`src/rtl/cache_arb_pkg.sv`:
```
// cache_arb_pkg: shared FSM state type and AXI AR constants for the cache read arbiter
package cache_arb_pkg;
   typedef enum logic [1:0] {IDLE, ADDR, DATA} state_t;
   localparam logic [3:0] AR_LEN = 4'd3;
   localparam logic [2:0] AR_SIZE = 3'd2;
   localparam logic [1:0] AR_BURST_INCR = 2'b01;
   localparam logic [3:0] ID_IM = 4'd0;
   localparam logic [3:0] ID_DM = 4'd1;
   function automatic logic [31:0] line_align(input logic [31:0] a);
      return {a[31:4], 4'b0};
   endfunction
endpackage

```
`src/rtl/cache_arb_pick.sv`:
```
// cache_arb_pick: 2-way requester picker (round-robin with CACHE_ARB_RR_EN, else fixed DM-over-IM)
// Ports: clk/rst (async active-high), adv_i = a grant is being taken this cycle,
//        im_valid_i/dm_valid_i = requests, pick_dm_o = 1 selects DM, 0 selects IM.
module cache_arb_pick (
   input  logic clk,
   input  logic rst,
   input  logic adv_i,
   input  logic im_valid_i,
   input  logic dm_valid_i,
   output logic pick_dm_o
);
`ifdef CACHE_ARB_RR_EN
   // ptr_q = 1 gives DM priority; it moves to the side that just lost after every grant
   logic ptr_q;
   always_ff @(posedge clk or posedge rst)
      if (rst) ptr_q <= 1'b0;
      else if (adv_i) ptr_q <= ~pick_dm_o;
   assign pick_dm_o = dm_valid_i & (~im_valid_i | ptr_q);
`else
   logic unused_rr;
   assign unused_rr = ^{clk, rst, adv_i, im_valid_i};
   assign pick_dm_o = dm_valid_i;
`endif
endmodule

```
`src/rtl/cache_read_arbiter.sv`:
```
// cache_read_arbiter: arbitrates I/D-cache line misses onto one AXI read channel, one 4-beat burst at a time
// Ports: im_*/dm_* requester side (req handshake + returned beats), AR*/R* AXI master read channel,
//        burst_err pulses on a beat with a bad RLAST position or RID. Define CACHE_ARB_RR_EN for round-robin.
module cache_read_arbiter
   import cache_arb_pkg::*;
(
   input  logic        clk,
   input  logic        rst,
   input  logic        im_req_valid,
   input  logic [31:0] im_req_addr,
   output logic        im_req_ready,
   input  logic        dm_req_valid,
   input  logic [31:0] dm_req_addr,
   output logic        dm_req_ready,
   output logic        im_rvalid,
   output logic [31:0] im_rdata,
   output logic        im_rlast,
   output logic        dm_rvalid,
   output logic [31:0] dm_rdata,
   output logic        dm_rlast,
   output logic [3:0]  ARID,
   output logic [31:0] ARADDR,
   output logic [3:0]  ARLEN,
   output logic [2:0]  ARSIZE,
   output logic [1:0]  ARBURST,
   output logic        ARVALID,
   input  logic        ARREADY,
   input  logic [3:0]  RID,
   input  logic [31:0] RDATA,
   input  logic [1:0]  RRESP,
   input  logic        RLAST,
   input  logic        RVALID,
   output logic        RREADY,
   output logic        burst_err
);
   state_t      state_q;
   logic        grant_q;
   logic [31:0] addr_q;
   logic [1:0]  cnt_q;
   logic        pick_dm;
   logic        any_req;
   logic        hs;
   logic        beat;
   logic        unused_rresp;
   assign any_req = im_req_valid | dm_req_valid;
   assign unused_rresp = ^RRESP;
   cache_arb_pick u_pick (
      .clk        (clk),
      .rst        (rst),
      .adv_i      (state_q == IDLE && any_req),
      .im_valid_i (im_req_valid),
      .dm_valid_i (dm_req_valid),
      .pick_dm_o  (pick_dm)
   );
   // grant_q and addr_q are only written in IDLE, so a requester dropping
   // valid early cannot disturb a burst already in flight
   always_ff @(posedge clk or posedge rst)
      if (rst) begin
         state_q <= IDLE;
         grant_q <= 1'b0;
         addr_q  <= '0;
         cnt_q   <= '0;
      end else begin
         case (state_q)
            IDLE: if (any_req) begin
               grant_q <= pick_dm;
               addr_q  <= line_align(pick_dm ? dm_req_addr : im_req_addr);
               state_q <= ADDR;
            end
            ADDR: if (ARREADY) begin
               cnt_q   <= '0;
               state_q <= DATA;
            end
            DATA: if (RVALID) begin
               cnt_q <= cnt_q + 2'd1;
               if (RLAST) state_q <= IDLE;
            end
            default: state_q <= IDLE;
         endcase
      end
   assign ARVALID = state_q == ADDR;
   assign RREADY  = state_q == DATA;
   assign ARADDR  = addr_q;
   assign ARID    = grant_q ? ID_DM : ID_IM;
   assign ARLEN   = AR_LEN;
   assign ARSIZE  = AR_SIZE;
   assign ARBURST = AR_BURST_INCR;
   assign hs = ARVALID & ARREADY;
   assign im_req_ready = hs & ~grant_q;
   assign dm_req_ready = hs & grant_q;
   // beats pass straight through to the granted side in the same cycle
   assign beat = RREADY & RVALID;
   assign im_rvalid = beat & ~grant_q;
   assign dm_rvalid = beat & grant_q;
   assign im_rdata  = im_rvalid ? RDATA : '0;
   assign dm_rdata  = dm_rvalid ? RDATA : '0;
   assign im_rlast  = im_rvalid & RLAST;
   assign dm_rlast  = dm_rvalid & RLAST;
   assign burst_err = beat & ((RLAST != (cnt_q == 2'd3)) | (RID != ARID));
endmodule

```
`config.mk`:
```
export PLATFORM = sky130hd
export DESIGN_NAME = cache_read_arbiter
export DESIGN_NICKNAME = d
export VERILOG_FILES = /design/src/rtl/cache_arb_pkg.sv /design/src/rtl/cache_arb_pick.sv /design/src/rtl/cache_read_arbiter.sv
export SDC_FILE = /design/constraint.sdc
export NUM_CORES = 1
export LEC_CHECK = 0
export CORE_MARGIN = 2
export CORE_UTILIZATION = 33
export CTS_BUF_LIST = sky130_fd_sc_hd__clkbuf_4
export CTS_CLUSTER_DIAMETER = 40
export DETAILED_ROUTE_END_ITERATION = 10
export GPL_ROUTABILITY_DRIVEN = 1
export PLACE_DENSITY_LB_ADDON = 0.2
export SLEW_MARGIN = 20
export SYNTH_ARGS = -nofsm -noshare
export SYNTH_HDL_FRONTEND = slang
export SYNTH_SLANG_ARGS = --single-unit
```
`constraint.sdc`:
```
create_clock -name clk -period 4.1 [get_ports clk]
set_input_delay 0.41 -clock clk [delete_from_list [all_inputs] [get_ports clk]]
set_output_delay 0.41 -clock clk [all_outputs]
set_load 0.01 [all_outputs]
```
==> flow_summary.ini <==
[timing]
finalSetupViolations = 0
finalSetupTns_ps = 0
fmaxAchievable_mhz = 334.8
drv_slew = 0
rsz0062_at_grt = false
period_share_pct = 72.86
hold_viol = 0
fin_crit_ps = 2987
worst_pin_slew_ps = 921.3
fin_skew_ps = 8.734
slew_headroom_pct = 38.20

[grt]
grt_pass1_vias = 2194
grt.busiest_layer = met2
use_met2_pct = 33.06
grt_pass1_wl_um = 10850
antenna_found_initial = 0
met1_usage_pct = 19.87
grt_remaining_overflow = 0
globalRouteMet3Util_pct = 6.880
grt_max_degree = 35
grt_util_all_layers_pct = 18.07

[detailed_routing]
first_pass_iters = 4
wirelength_um = 7279
dr_total_vias = 2210
drt_first_iter_violations = 31
postRouteAntennaNets = 0
wl_per_cell_um = 14.30
drc = 0
routed_via_density = 4.342

[critical_path]
arrival_ps = 2580
worst_setup_path_start_kind = flop
required_ps = 3690
cp-endpoint = dm_rdata[15]
slowest_delay_ps = 720
worstSetupStartpoint = state_q[1]
cpMaxStageDelayCell = and3_1
regToRegSetupSlack_ps = 2300
path_cells = nor2b_4, and3_1, and2_1, clkdlybuf4s50_1
cp-end-kind = primary output
cp_max_fo = 34
r2r_cells = 4
r2r_end = ARADDR[19]
crit_type = reg2out
r2r_start = state_q[1]

[cts]
numCtsBuffers = 5
clock_latency_ps = 320
h-tree-depth = 2
cts-root-buf = clkbuf_4
cts_tree = yes
postCtsSetupBuffers = 0
clk_pin_slew_ps = 100
clk_path_buf_depth = 2
cts-resized-gates = 0
cts-hold-fix-buffers = 0
clock-sinks = 33

[logic_synthesis]
async_flop_share_pct = 100.0
avgSynthCellArea_um2 = 10.62
syn_inst = 219
synth_edf_count = 0
yosys_warnings = 0
yosysSeqAreaShare_pct = 35.50
synthDistinctLibCells = 32
ys.flop_type = dfrtp_1
syn_area_mm2 = 0.002326
synth_seq_cells = 33

[cells_and_area]
nets = 523
final_common_cell = clkdlybuf4s50_1
final_cell_count_no_fill = 509
drive_gt1_share_pct = 16.71
area_growth_pct = 87.63
antenna_cells = 0
layout_common_cells = clkdlybuf4s50_1, and2_1, mux2_2
fin_util_pct = 64.24

[power]
p_int_w = 0.001269
clkPwrFrac_pct = 9.1
power_density_mw_per_mm2 = 432.7
sw_frac_of_total_pct = 32.81
power.switching_w = 0.0006196
power_frac_seq_pct = 32.1
ir_worst_vdd_v = 0.0002968
p_leak_nw = 1.776
pwr-share-comb_pct = 58.8

[die]
die_h_um = 87.96
boundaryPins = 227
initial_core_util_pct = 34.24
die_w_um = 87.96
die-area_mm2 = 0.007736
rows = 30
core_mm2 = 0.006794

[placement]
dp_cells = 502
dpl.hpwl_um = 5985
io_buffers = 200
gp_congestion = 0.7239

[run_status]
status = finished clean

[job]
drv_cap = 0

[min_path]
hp-class = in2async
[critical path: cells and delay by family, from the launching register on]
family | cells | cell delay, ps
and+or+nand+nor | 3 | 1170
DFF | 1 | 530
buffers and inverters | 1 | 550
[power by group through the flow]
stage          logic [W]  clock network [W]  registers (W)
2_1_floorplan   0.000519                  0       0.000659
3_3_place_gp     0.00112                  0       0.000603
3_5_place_dp     0.00113                  0       0.000614
4_1_cts          0.00113           0.000181       0.000609
5_1_grt          0.00119           0.000195       0.000630
6_report         0.00111           0.000171       0.000606
[synthesized netlist by cell type, drive strengths merged, types with 4 or more instances]
cell type / n / area share (%)
and2: 66 / 18
dfrtp: 33 / 36
nand2: 5 / 0.81
mux2: 56 / 29
nor2: 4 / 1.1
buf: 29 / 8.9
[kinds of logic after synthesis]
kind of cell,share of synthesized area [%]
AOI/OAI and AO/OA,2.206
xor gates and xnor gates,0.7532
adders and majority gates,0.5378
buffers and inverters,9.575
DFF,35.50
muxes,28.99
other,0.3229
and+or+nand+nor,22.11
[layout make-up]
| type | count | area (um^2) |
|---|---|---|
| fill | 586 | 2430 |
| multi-input combinational | 167 | 1330 |
| tap | 96 | 120.1 |
| inverter | 2 | 7.507 |
| timing repair buffer | 204 | 2032 |
| clock buffer | 6 | 45.04 |
| sequential | 33 | 825.8 |
| clock inverter | 1 | 3.754 |
[registers in the layout (all words and copies together) (netlist names)]
register and count:
ARADDR 28, cnt_q 2, state_q 2, grant_q 1
[worst min-delay path by stage]
| stage | startpoint | end | slack (ps) | cells after the start |
|---|---|---|---|---|
| after floorplan | cnt_q[1] | cnt_q[1] | 520 | 2 |
| after global placement | ARADDR[4] | ARADDR[4] | 490 | 1 |
| after detailed placement | ARADDR[27] | ARADDR[27] | 490 | 1 |
| after CTS | ARADDR[27] | ARADDR[27] | 520 | 1 |
| after global routing | rst | ARADDR[28] | 520 | 2 |
| final | rst | ARADDR[28] | 470 | 2 |
[per-layer routing]
| layer | wire length [um] | vias up |
|---|---|---|
| met1 | 2602 | 1021 |
| met4 | 24 | 0 |
| li1 | - | 1078 |
| met5 | 0 | - |
| met3 | 793 | 2 |
| met2 | 3858 | 109 |
[stage by stage]
step	power, W	hold WS (ps)	worst slack (ps)	area [um^2]
finish	0.001888	468.5	1113	4364
global route	0.002018	524.7	910.6	4364
floorplan	0.001177	522.9	2411	2379
CTS	0.001922	517.3	1038	4364
global placement	0.001720	488.8	1193	4315
detailed placement	0.001741	494.2	1203	4315
No activity file was read; power rests on OpenSTA's default activity.
